$ cat config.mk
export PLATFORM = sky130hd
export DESIGN_NAME = uart_buffered
export DESIGN_NICKNAME = d
export VERILOG_FILES = /design/src/rtl/uart_buffered.sv
export SDC_FILE = /design/constraint.sdc
export NUM_CORES = 1
export LEC_CHECK = 0
export CELL_PAD_IN_SITES_DETAIL_PLACEMENT = 1
export CELL_PAD_IN_SITES_GLOBAL_PLACEMENT = 2
export CORE_MARGIN = 1
export CORE_UTILIZATION = 47
export DETAILED_ROUTE_END_ITERATION = 8
export GPL_TIMING_DRIVEN = 0
export PLACE_DENSITY_LB_ADDON = 0.3
export SYNTH_ARGS = -nofsm -noshare
export SYNTH_HDL_FRONTEND = slang
export SYNTH_SLANG_ARGS = --single-unit
$ cat constraint.sdc
create_clock -name clock_i -period 10.3 [get_ports clock_i]
set_input_delay 1.545 -clock clock_i [delete_from_list [all_inputs] [get_ports clock_i]]
set_output_delay 1.545 -clock clock_i [all_outputs]
set_load 0.05 [all_outputs]
$ cat src/rtl/uart_buffered.sv
// Buffered full-duplex UART: TX/RX engines with a runtime baud divider, optional parity,
// one/two stop bits, and show-ahead FIFOs between the host registers and the serial pins.

module uart_buffered #(
  parameter int DATA_BITS  = 8,
  parameter int FIFO_DEPTH = 16,
  parameter int DIVIDER_W  = 16
) (
  input  logic                 clock_i,
  input  logic                 reset_i,
  input  logic [DIVIDER_W-1:0] clock_divider_i,
  input  logic                 two_stop_bits_i,
  input  logic                 parity_bit_i,
  input  logic                 parity_even_i,
  input  logic                 write_i,
  input  logic [DATA_BITS-1:0] data_i,
  input  logic                 read_i,
  input  logic                 clear_errors_i,
  input  logic                 serial_i,
  output logic                 serial_o,
  output logic [DATA_BITS-1:0] data_o,
  output logic                 parity_err_o,
  output logic                 frame_err_o,
  output logic                 ready_o,
  output logic                 tx_full_o,
  output logic                 busy_o,
  output logic                 tx_overflow_o,
  output logic                 rx_overrun_o
);
  // state    | meaning
  // S_IDLE   | line idle, waiting for a word (TX) or a falling edge (RX)
  // S_START  | start bit; RX samples it at mid-bit to reject glitches
  // S_DATA   | data bits, LSB first
  // S_PARITY | parity bit (only when enabled at frame start)
  // S_STOP   | stop bit(s); RX pushes the word at the stop sample
  // S_BREAK  | RX only: stop bit was 0, hold until the line returns high
  localparam logic [2:0] S_IDLE   = 3'd0;
  localparam logic [2:0] S_START  = 3'd1;
  localparam logic [2:0] S_DATA   = 3'd2;
  localparam logic [2:0] S_PARITY = 3'd3;
  localparam logic [2:0] S_STOP   = 3'd4;
  localparam logic [2:0] S_BREAK  = 3'd5;

  localparam int CW = DIVIDER_W + 1;
  localparam int IW = (DATA_BITS > 1) ? $clog2(DATA_BITS) : 1;
  localparam int RW = DATA_BITS + 2;

  logic [DIVIDER_W-1:0] w_div;
  logic [CW-1:0]        w_div_m1;

  assign w_div    = (clock_divider_i < DIVIDER_W'(4)) ? DIVIDER_W'(4) : clock_divider_i;
  assign w_div_m1 = CW'(w_div) - CW'(1);

  // ---------------- TX path ----------------
  logic                 w_tx_empty, w_tx_full, w_tx_load, w_tx_drop;
  logic [DATA_BITS-1:0] w_tx_head;
  logic [2:0]           r_tx_state;
  logic [CW-1:0]        r_tx_cnt;
  logic [IW-1:0]        r_tx_idx;
  logic [DATA_BITS-1:0] r_tx_shift;
  logic [DIVIDER_W-1:0] r_tx_div;
  logic                 r_tx_par_en, r_tx_two_stop, r_tx_par_bit;
  logic [CW-1:0]        w_tx_bit_m1, w_tx_stop_m1;

  // A word is taken from the FIFO from IDLE or on the last STOP cycle (no idle gap).
  assign w_tx_load    = !w_tx_empty &&
                        ((r_tx_state == S_IDLE) || ((r_tx_state == S_STOP) && (r_tx_cnt == '0)));
  assign w_tx_drop    = write_i && w_tx_full && !w_tx_load;
  assign w_tx_bit_m1  = CW'(r_tx_div) - CW'(1);
  assign w_tx_stop_m1 = r_tx_two_stop ? ((CW'(r_tx_div) << 1) - CW'(1)) : w_tx_bit_m1;

  uart_buffered_fifo #(.WIDTH(DATA_BITS), .DEPTH(FIFO_DEPTH)) u_tx_fifo (
    .clock_i (clock_i),
    .reset_i (reset_i),
    .i_push  (write_i),
    .i_data  (data_i),
    .i_pop   (w_tx_load),
    .o_data  (w_tx_head),
    .o_empty (w_tx_empty),
    .o_full  (w_tx_full)
  );

  always_ff @(posedge clock_i) begin
    if (reset_i) begin
      r_tx_state    <= S_IDLE;
      r_tx_cnt      <= '0;
      r_tx_idx      <= '0;
      r_tx_shift    <= '0;
      r_tx_div      <= DIVIDER_W'(4);
      r_tx_par_en   <= 1'b0;
      r_tx_two_stop <= 1'b0;
      r_tx_par_bit  <= 1'b0;
    end else if (w_tx_load) begin
      r_tx_state    <= S_START;
      r_tx_cnt      <= w_div_m1;
      r_tx_idx      <= '0;
      r_tx_shift    <= w_tx_head;
      r_tx_div      <= w_div;
      r_tx_par_en   <= parity_bit_i;
      r_tx_two_stop <= two_stop_bits_i;
      r_tx_par_bit  <= (^w_tx_head) ^ ~parity_even_i;
    end else if (r_tx_state != S_IDLE) begin
      if (r_tx_cnt != '0) begin
        r_tx_cnt <= r_tx_cnt - CW'(1);
      end else begin
        r_tx_cnt <= w_tx_bit_m1;
        case (r_tx_state)
          S_START: r_tx_state <= S_DATA;
          S_DATA: begin
            r_tx_shift <= r_tx_shift >> 1;
            r_tx_idx   <= r_tx_idx + IW'(1);
            if (r_tx_idx == IW'(DATA_BITS - 1)) begin
              if (r_tx_par_en) begin
                r_tx_state <= S_PARITY;
              end else begin
                r_tx_state <= S_STOP;
                r_tx_cnt   <= w_tx_stop_m1;
              end
            end
          end
          S_PARITY: begin
            r_tx_state <= S_STOP;
            r_tx_cnt   <= w_tx_stop_m1;
          end
          default: r_tx_state <= S_IDLE;
        endcase
      end
    end
  end

  always_comb begin
    serial_o = 1'b1;
    case (r_tx_state)
      S_START:  serial_o = 1'b0;
      S_DATA:   serial_o = r_tx_shift[0];
      S_PARITY: serial_o = r_tx_par_bit;
      default:  serial_o = 1'b1;
    endcase
  end

  // ---------------- RX path ----------------
  logic                 r_rx_sync1, r_rx_sync2, r_rx_prev;
  logic                 w_rx_fall, w_rx_push, w_rx_pop, w_rx_drop;
  logic                 w_rx_empty, w_rx_full, w_rx_par_err, w_rx_frame_err;
  logic [RW-1:0]        w_rx_word, w_rx_head;
  logic [2:0]           r_rx_state;
  logic [CW-1:0]        r_rx_cnt;
  logic [IW-1:0]        r_rx_idx;
  logic [DATA_BITS-1:0] r_rx_shift;
  logic [DIVIDER_W-1:0] r_rx_div;
  logic                 r_rx_par_en, r_rx_par_even, r_rx_par_bit;
  logic [CW-1:0]        w_rx_bit_m1;

  assign w_rx_fall      = r_rx_prev & ~r_rx_sync2;
  assign w_rx_bit_m1    = CW'(r_rx_div) - CW'(1);
  assign w_rx_push      = (r_rx_state == S_STOP) && (r_rx_cnt == '0);
  assign w_rx_pop       = read_i && !w_rx_empty;
  assign w_rx_drop      = w_rx_push && w_rx_full && !w_rx_pop;
  assign w_rx_par_err   = r_rx_par_en && (r_rx_par_bit != ((^r_rx_shift) ^ ~r_rx_par_even));
  assign w_rx_frame_err = ~r_rx_sync2;
  assign w_rx_word      = {r_rx_shift, w_rx_par_err, w_rx_frame_err};

  uart_buffered_fifo #(.WIDTH(RW), .DEPTH(FIFO_DEPTH)) u_rx_fifo (
    .clock_i (clock_i),
    .reset_i (reset_i),
    .i_push  (w_rx_push),
    .i_data  (w_rx_word),
    .i_pop   (read_i),
    .o_data  (w_rx_head),
    .o_empty (w_rx_empty),
    .o_full  (w_rx_full)
  );

  always_ff @(posedge clock_i) begin
    if (reset_i) begin
      r_rx_sync1    <= 1'b1;
      r_rx_sync2    <= 1'b1;
      r_rx_prev     <= 1'b1;
      r_rx_state    <= S_IDLE;
      r_rx_cnt      <= '0;
      r_rx_idx      <= '0;
      r_rx_shift    <= '0;
      r_rx_div      <= DIVIDER_W'(4);
      r_rx_par_en   <= 1'b0;
      r_rx_par_even <= 1'b0;
      r_rx_par_bit  <= 1'b0;
    end else begin
      r_rx_sync1 <= serial_i;
      r_rx_sync2 <= r_rx_sync1;
      r_rx_prev  <= r_rx_sync2;
      case (r_rx_state)
        S_IDLE: begin
          if (w_rx_fall) begin
            r_rx_state    <= S_START;
            r_rx_cnt      <= CW'(w_div >> 1) - CW'(1);
            r_rx_idx      <= '0;
            r_rx_div      <= w_div;
            r_rx_par_en   <= parity_bit_i;
            r_rx_par_even <= parity_even_i;
          end
        end
        S_BREAK: begin
          if (r_rx_sync2) r_rx_state <= S_IDLE;
        end
        default: begin
          if (r_rx_cnt != '0) begin
            r_rx_cnt <= r_rx_cnt - CW'(1);
          end else begin
            r_rx_cnt <= w_rx_bit_m1;
            case (r_rx_state)
              S_START: r_rx_state <= r_rx_sync2 ? S_IDLE : S_DATA;
              S_DATA: begin
                r_rx_shift <= {r_rx_sync2, r_rx_shift[DATA_BITS-1:1]};
                r_rx_idx   <= r_rx_idx + IW'(1);
                if (r_rx_idx == IW'(DATA_BITS - 1))
                  r_rx_state <= r_rx_par_en ? S_PARITY : S_STOP;
              end
              S_PARITY: begin
                r_rx_par_bit <= r_rx_sync2;
                r_rx_state   <= S_STOP;
              end
              default: r_rx_state <= r_rx_sync2 ? S_IDLE : S_BREAK;
            endcase
          end
        end
      endcase
    end
  end

  // ---------------- sticky flags and outputs ----------------
  logic r_tx_overflow, r_rx_overrun;

  always_ff @(posedge clock_i) begin
    if (reset_i) begin
      r_tx_overflow <= 1'b0;
      r_rx_overrun  <= 1'b0;
    end else begin
      r_tx_overflow <= w_tx_drop | (r_tx_overflow & ~clear_errors_i);
      r_rx_overrun  <= w_rx_drop | (r_rx_overrun & ~clear_errors_i);
    end
  end

  assign data_o        = w_rx_head[RW-1:2];
  assign parity_err_o  = w_rx_head[1];
  assign frame_err_o   = w_rx_head[0];
  assign ready_o       = !w_rx_empty;
  assign tx_full_o     = w_tx_full;
  assign busy_o        = !w_tx_empty || (r_tx_state != S_IDLE);
  assign tx_overflow_o = r_tx_overflow;
  assign rx_overrun_o  = r_rx_overrun;

endmodule

// Show-ahead FIFO; a push while full is accepted only when a pop happens in the same cycle.
module uart_buffered_fifo #(
  parameter int WIDTH = 8,
  parameter int DEPTH = 16
) (
  input  logic             clock_i,
  input  logic             reset_i,
  input  logic             i_push,
  input  logic [WIDTH-1:0] i_data,
  input  logic             i_pop,
  output logic [WIDTH-1:0] o_data,
  output logic             o_empty,
  output logic             o_full
);
  localparam int AW = (DEPTH > 1) ? $clog2(DEPTH) : 1;

  logic [WIDTH-1:0] r_mem [DEPTH];
  logic [AW-1:0]    r_wr_ptr, r_rd_ptr;
  logic [AW:0]      r_count;
  logic             w_push_ok, w_pop_ok;

  assign o_empty   = (r_count == '0);
  assign o_full    = (r_count == (AW+1)'(DEPTH));
  assign w_pop_ok  = i_pop && !o_empty;
  assign w_push_ok = i_push && (!o_full || w_pop_ok);
  assign o_data    = o_empty ? '0 : r_mem[r_rd_ptr];

  always_ff @(posedge clock_i) begin
    if (!reset_i && w_push_ok) r_mem[r_wr_ptr] <= i_data;
  end

  always_ff @(posedge clock_i) begin
    if (reset_i) begin
      r_wr_ptr <= '0;
      r_rd_ptr <= '0;
      r_count  <= '0;
    end else begin
      if (w_push_ok) r_wr_ptr <= r_wr_ptr + AW'(1);
      if (w_pop_ok)  r_rd_ptr <= r_rd_ptr + AW'(1);
      if (w_push_ok && !w_pop_ok)      r_count <= r_count + (AW+1)'(1);
      else if (!w_push_ok && w_pop_ok) r_count <= r_count - (AW+1)'(1);
    end
  end

endmodule

; Word-level counts from Yosys, hierarchy flattened
; Memories as Yosys holds them, arrays and structs flattened. A register that Yosys moved wholly into a read port is not among the register bits.
; Index checks and enable logic that the tools add are counted.
[totals]
wordCells = 194
register_bits = 131
out_inout_bits = 16
memories = 2
mem_bits_rw = 288
[memory_table]
columns = memory, depth, width, read_ports, rd_clocked_by_memory_dff, wr, line_no
row1 = u_rx_fifo.r_mem, 16, 10, 1, 1, 1, 270  ; logic [WIDTH-1:0] r_mem [DEPTH];
row2 = u_tx_fifo.r_mem, 16, 8, 1, 1, 1, 270
[op_classes]
n_lt_le_gt_ge = 1
add_sub_neg = 17
n_reduce_logical = 60
eq_ne = 22
bitwise = 15
muxes = 49
[ops]
columns = op, count
row1 = $mux 17, 8
row2 = $pmux 17 s2, 2
row3 = $sub 16x1->17 const B, 3
row4 = $sub 17x1->17 const B, 3
row5 = $mux 8, 5
row6 = $logic_not 17->1, 2
row7 = $reduce_bool 17->1, 2
row8 = $mux 3, 11
row9 = $mux 5, 4
row10 = $logic_and 1x1->1, 18
row11 = $pmux 3 s3, 2
row12 = $reduce_and 3->1, 6
row13 = $add 4x1->4 const B, 4
row14 = $lt 16x3->1 const B, 1
row15 = $mux 16, 1
row16 = $mux 4, 4
row17 = $reduce_xor 8->1, 2
row18 = $sub 15x1->16 const B, 1
row19 = $eq 3x3->1 const B, 5
row20 = $eq 3x2->1 const B, 4
row21 = $pmux 3 s2, 2
row22 = $add 5x1->5 const B, 2
row23 = $eq 5x5->1 const B, 2
row24 = $logic_not 1->1, 10
row25 = 25 further kinds, 60

; Depth between registers and ports, before layout
[depth]
ltp_word = 11
mapped_depth = 16
ltp_nobuf = 16

; Hierarchy
; A second synthesis with hierarchy kept.
[unflattened]
hier_cells = 1606
hier_area_um2 = 19880.3
[by_module_without_submodules]
columns = mod, cells_each, area_each_um2, n_inst, seq_area_each_um2
row1 = uart_buffered_fifo (u_rx_fifo), 368, 7209.4, 1, 5144.9
row2 = uart_buffered, 920, 6764.0, 1, 2102.0
row3 = uart_buffered_fifo (u_tx_fifo), 318, 5906.9, 1, 4184.0

; Least setup slack after synthesis
; Ideal clock, no wire load.
[synth_path]
path_type = input -> register
startpoint = input clock_divider_i[3]
endpoint = register r_tx_cnt[15]
path_buffers = 1
t_arrival_ns = 4.724
path_slack_ns = 5.505
setup_time_ns = 0.071
required_ns = 10.229
cell_stages = 13
path_cell_list = clkbuf_1 nor3_1 nand4_1 or2_2 o21ai_0 ha_1 nor3b_1 and4b_1 nand3_1 nor2_1 xor2_1 o211ai_1 a21oi_1
[synth_between]
elab_chain_cells = 4
[synth_lines]
columns = element, line_no
row1 = start: declaration, 11  ; input logic [DIVIDER_W-1:0] clock_divider_i,
row2 = $lt 16x3->1, 51  ; assign w_div = (clock_divider_i < DIVIDER_W'(4)) ? DIVIDER_W'(4) : clock_divider_i;
row3 = $mux 16 (*), 51
row4 = $sub 16x1->17 (*), 52  ; assign w_div_m1 = CW'(w_div) - CW'(1);
row5 = $mux 17 (*), 93  ; end else if (w_tx_load) begin
row6 = end signal: assignment, 95  ; r_tx_cnt <= w_div_m1;
row7 = end signal: assignment, 104  ; r_tx_cnt <= r_tx_cnt - CW'(1);
row8 = end signal: assignment, 106  ; r_tx_cnt <= w_tx_bit_m1;
row9 = end: declaration, 58  ; logic [CW-1:0] r_tx_cnt;
; Every way passes the cells marked *; elsewhere a longest branch is shown, timed or not.
; A chain may end at the register's enable or synchronous reset.

; Worst setup path after layout
[layout_path]
startpoint = input clock_divider_i[3]
endpoint = register r_tx_cnt[13]
; Same word-level chain as after synthesis.

==> reports/results.tsv <==
metric	value	unit
antenna_left	0	
multi_input_area	0.00770	mm^2
postCtsSetupRepairBufs	0	
rows	74	
endpoint_kind	flop	
hold_buffers	0	
start_kind	input pin	
die_w	207	um
first_global_vias	13600	
first_pass_iters	7	
rsz0062_at_grt	false	
cp.required	10.80	ns
cts_tree	done	
grt_pass1_wl	82700	um
ios	49	
min_period	5.97	ns
synth_area_leaders	edfxtp_1 44%, dfxtp_1 14%, mux4_2 8.4%	
async_flop_share	0	%
fmax	0.167	GHz
crit_fanout	9	
slew_headroom	10.5	%
start_util	47.9	%
crit_start	clock_divider_i[3]	
synth_top_area_share	44.0	%
synth_fp_nets	1634	
cp_slowest_cell	o21ai_0	
port_buffers	38	
grt_max_degree	20	
synth_cell_types	86	
tns	0	ns
violations	design-rule violations	
drc	2	
cap_violations	0	
worst_slack	4.33	ns
die_area	0.0427	mm^2
core-area	0.0410	mm^2
routed_wl	53200	um
path_delay_family	simple AND/OR/NAND/NOR gates	
crit_chain	clkbuf_1, nor3_1, nand4_1, or2_2, o21ai_0, ha_1, nor3b_1, nand2_1, nor3_1, nand2_1, xnor2_1, o211ai_1, a21oi_1	
hold_ws	0.424	ns
cts_buffers	46	
worstMarginPinSlew	1.33	ns
cts_resized	0	
synth_edf_count	288	
ys.flop_type	edfxtp_1	
grt_use_total	25.8	%
cellPowerDensity	259	mW/mm^2
drive_gt1_share	11.7	%
skew	0.0138	ns
outcome	finished, violations left	
p_leak	0.00741	uW
arrival	6.47	ns
worstHoldStart	r_rx_sync1	
drt_iter0_drc	929	
register_area	0.0114	mm^2
dpl_worst_slack	3.94	ns
gp_congestion	0.848	
die-height	207	um
setup.worst_path.class	input pin to flop	
clockBufferDepth	3	
ir_worst_vdd	0.000148	V
n_antenna_cell	0	
dp_hpwl	37400	um
syn_avg_cell_area	12.5	um^2
htreeDepth	2	
clk_latency	0.58	ns
syn2layout_area_growth	13.4	%
grt.overflow.total	0	
hold_viol	0	
post_drt_wl_per_cell	23.8	um
syn-cell-area	0.0197	mm^2
holdCritPathClass	flop to flop	
yosysSeqAreaShare	58.1	%
clock_sinks	427	
slowest_delay	1.03	ns
synth_top_area_cell	edfxtp_1	
synthCells	1570	
vias_per_cell	5.94	
antenna_found_initial	1	
vias	13200	
cts-root-buf	clkbuf_16	
nets	1724	
critPathBufInv	1	
r2r-start	r_tx_cnt[4]	
fillers	4144	
path_clk_slew	0.06	ns
drv_slew	0	
ys_ff_latch	427	
synth_warnings	0	
setup_violations	0	
fin_crit_sh	58.0	%
==> layout make-up <==
cell class	count	area share, %
buffer	105	2.06
clock buffer	59	5.52
clock inverter	27	1.35
inverter	27	0.454
multi-input combinational	1011	34.5
sequential	427	51.3
tap	532	2.99
timing repair buffer	42	1.83
==> cells in the mapped netlist, drive strengths merged, types with 3 or more instances <==
| library cell | n |
|---|---|
| o21ai | 28 |
| a211o | 3 |
| o31ai | 10 |
| and3 | 9 |
| nor2b | 22 |
| nand2 | 145 |
| o21a | 5 |
| a31oi | 18 |
| a22oi | 5 |
| xor2 | 37 |
| a21o | 12 |
| nor3b | 5 |
| ha | 29 |
| dfxtp | 139 |
| nor4 | 14 |
| a32oi | 3 |
| xnor2 | 44 |
| a311oi | 6 |
| nor3 | 45 |
| or3 | 14 |
| mux2 | 3 |
| a221oi | 6 |
| and2 | 9 |
| o221ai | 3 |
| a211oi | 22 |
| edfxtp | 288 |
| o21bai | 3 |
| o211a | 3 |
| nand4 | 17 |
| a2111oi | 4 |
| o211ai | 16 |
| mux2i | 24 |
| mux4 | 86 |
| nor2 | 152 |
| clkbuf | 76 |
| o311a | 3 |
| nand3 | 24 |
| or4 | 7 |
| a21oi | 113 |
| buf | 29 |
| or2 | 13 |
| inv | 26 |
| nand2b | 12 |
| a22o | 4 |
==> report_power, final <==
| part | switching, uW | leakage (uW) | total, uW | internal [uW] |
|---|---|---|---|---|
| registers | 119 | 0.00377 | 2070 | 1950 |
| logic | 1230 | 0.00290 | 2010 | 782 |
| clock network | 688 | 0.000743 | 1690 | 999 |
==> routing by layer <==
metal  vias up  wire, um  GRT usage, %
li1       6095         -             -
met1      6763     24700          37.1
met2       310     24900          41.4
met3        73      2400          3.11
met4         0      1200          7.14
met5         -         0             0
==> flip-flops by register name, summed over array words and instances, names as in the netlist, 4 cells and up, named ones only <==
register / cells
u_rx_fifo.r_mem: 160
u_rx_fifo.r_wr_ptr: 4
r_tx_shift: 8
u_tx_fifo.r_wr_ptr: 4
u_rx_fifo.r_rd_ptr: 4
r_rx_cnt: 17
u_tx_fifo.r_mem: 128
r_rx_shift: 8
u_tx_fifo.r_rd_ptr: 4
u_tx_fifo.r_count: 5
r_tx_cnt: 17
r_tx_div: 16
u_rx_fifo.r_count: 5
r_rx_div: 16
==> worst register-to-register path: stages, from the launching register on <==
cell,delay [ns]
dfxtp_1,0.38
nor4_2,0.58
and4_1,0.46
nand2_1,0.22
a21oi_1,0.29
clkinv_1,0.25
clkbuf_1,0.39
ha_1,0.36
inv_1,0.14
ha_1,0.29
a21o_1,0.19
a21oi_1,0.19
xnor2_1,0.09
or3_1,0.31
a21oi_1,0.14
==> worst paths after layout <==
path | end | slack, ns | cells after the start
worst max register to register | u_tx_fifo.r_count[4] | 5.96 | 14
worst max-delay path | r_tx_cnt[13] | 4.33 | 13
worst min-delay path | r_rx_sync2 | 0.42 | 1
worst min register to register | r_rx_sync2 | 0.42 | 1
==> cell usage in the layout, fill, tap and decap left out, types with 13 or more instances in the layout <==
| master | netlist | final |
|---|---|---|
| xor2_1 | 37 | 37 |
| nand4_1 | 17 | 17 |
| nand3_1 | 23 | 23 |
| edfxtp_1 | 288 | 288 |
| nor2_1 | 152 | 152 |
| xnor2_1 | 43 | 43 |
| a31oi_1 | 18 | 18 |
| inv_1 | 26 | 26 |
| mux4_2 | 73 | 73 |
| nor2b_1 | 22 | 22 |
| nor3_1 | 43 | 41 |
| dfxtp_1 | 139 | 139 |
| mux2i_1 | 24 | 24 |
| buf_1 | 13 | 13 |
| clkbuf_1 | 76 | 87 |
| a21oi_1 | 113 | 113 |
| mux4_1 | 13 | 13 |
| clkdlybuf4s50_1 | 0 | 38 |
| a211oi_1 | 21 | 21 |
| o211ai_1 | 16 | 16 |
| ha_1 | 29 | 29 |
| nand2_1 | 145 | 145 |
| clkbuf_16 | 0 | 47 |
| or3_1 | 14 | 14 |
| o21ai_0 | 27 | 27 |
==> metrics by stage <==
stage / util, % / power [uW] / instance area, um^2 / std cells
final: 54.4 / 5770 / 22300 / 2230
after global routing: 54.4 / 6060 / 22300 / 2230
after CTS: 54.3 / 5800 / 22300 / 2229
after detailed placement: 50.6 / 4100 / 20800 / 2143
after global placement: 50.5 / 4050 / 20700 / 2140
after floorplan: - / 3520 / 19700 / 1570
==> kinds of logic after synthesis <==
group                      share of synthesized area, %
DFF                                                58.1
AOI/OAI and AO/OA                                  9.77
xor gates and xnor gates                           3.76
buffers and inverters                              2.85
and+or+nand+nor                                    11.9
muxes                                              11.5
adders and majority gates                          2.05
Note: power is estimated with default switching activity, not from simulation.
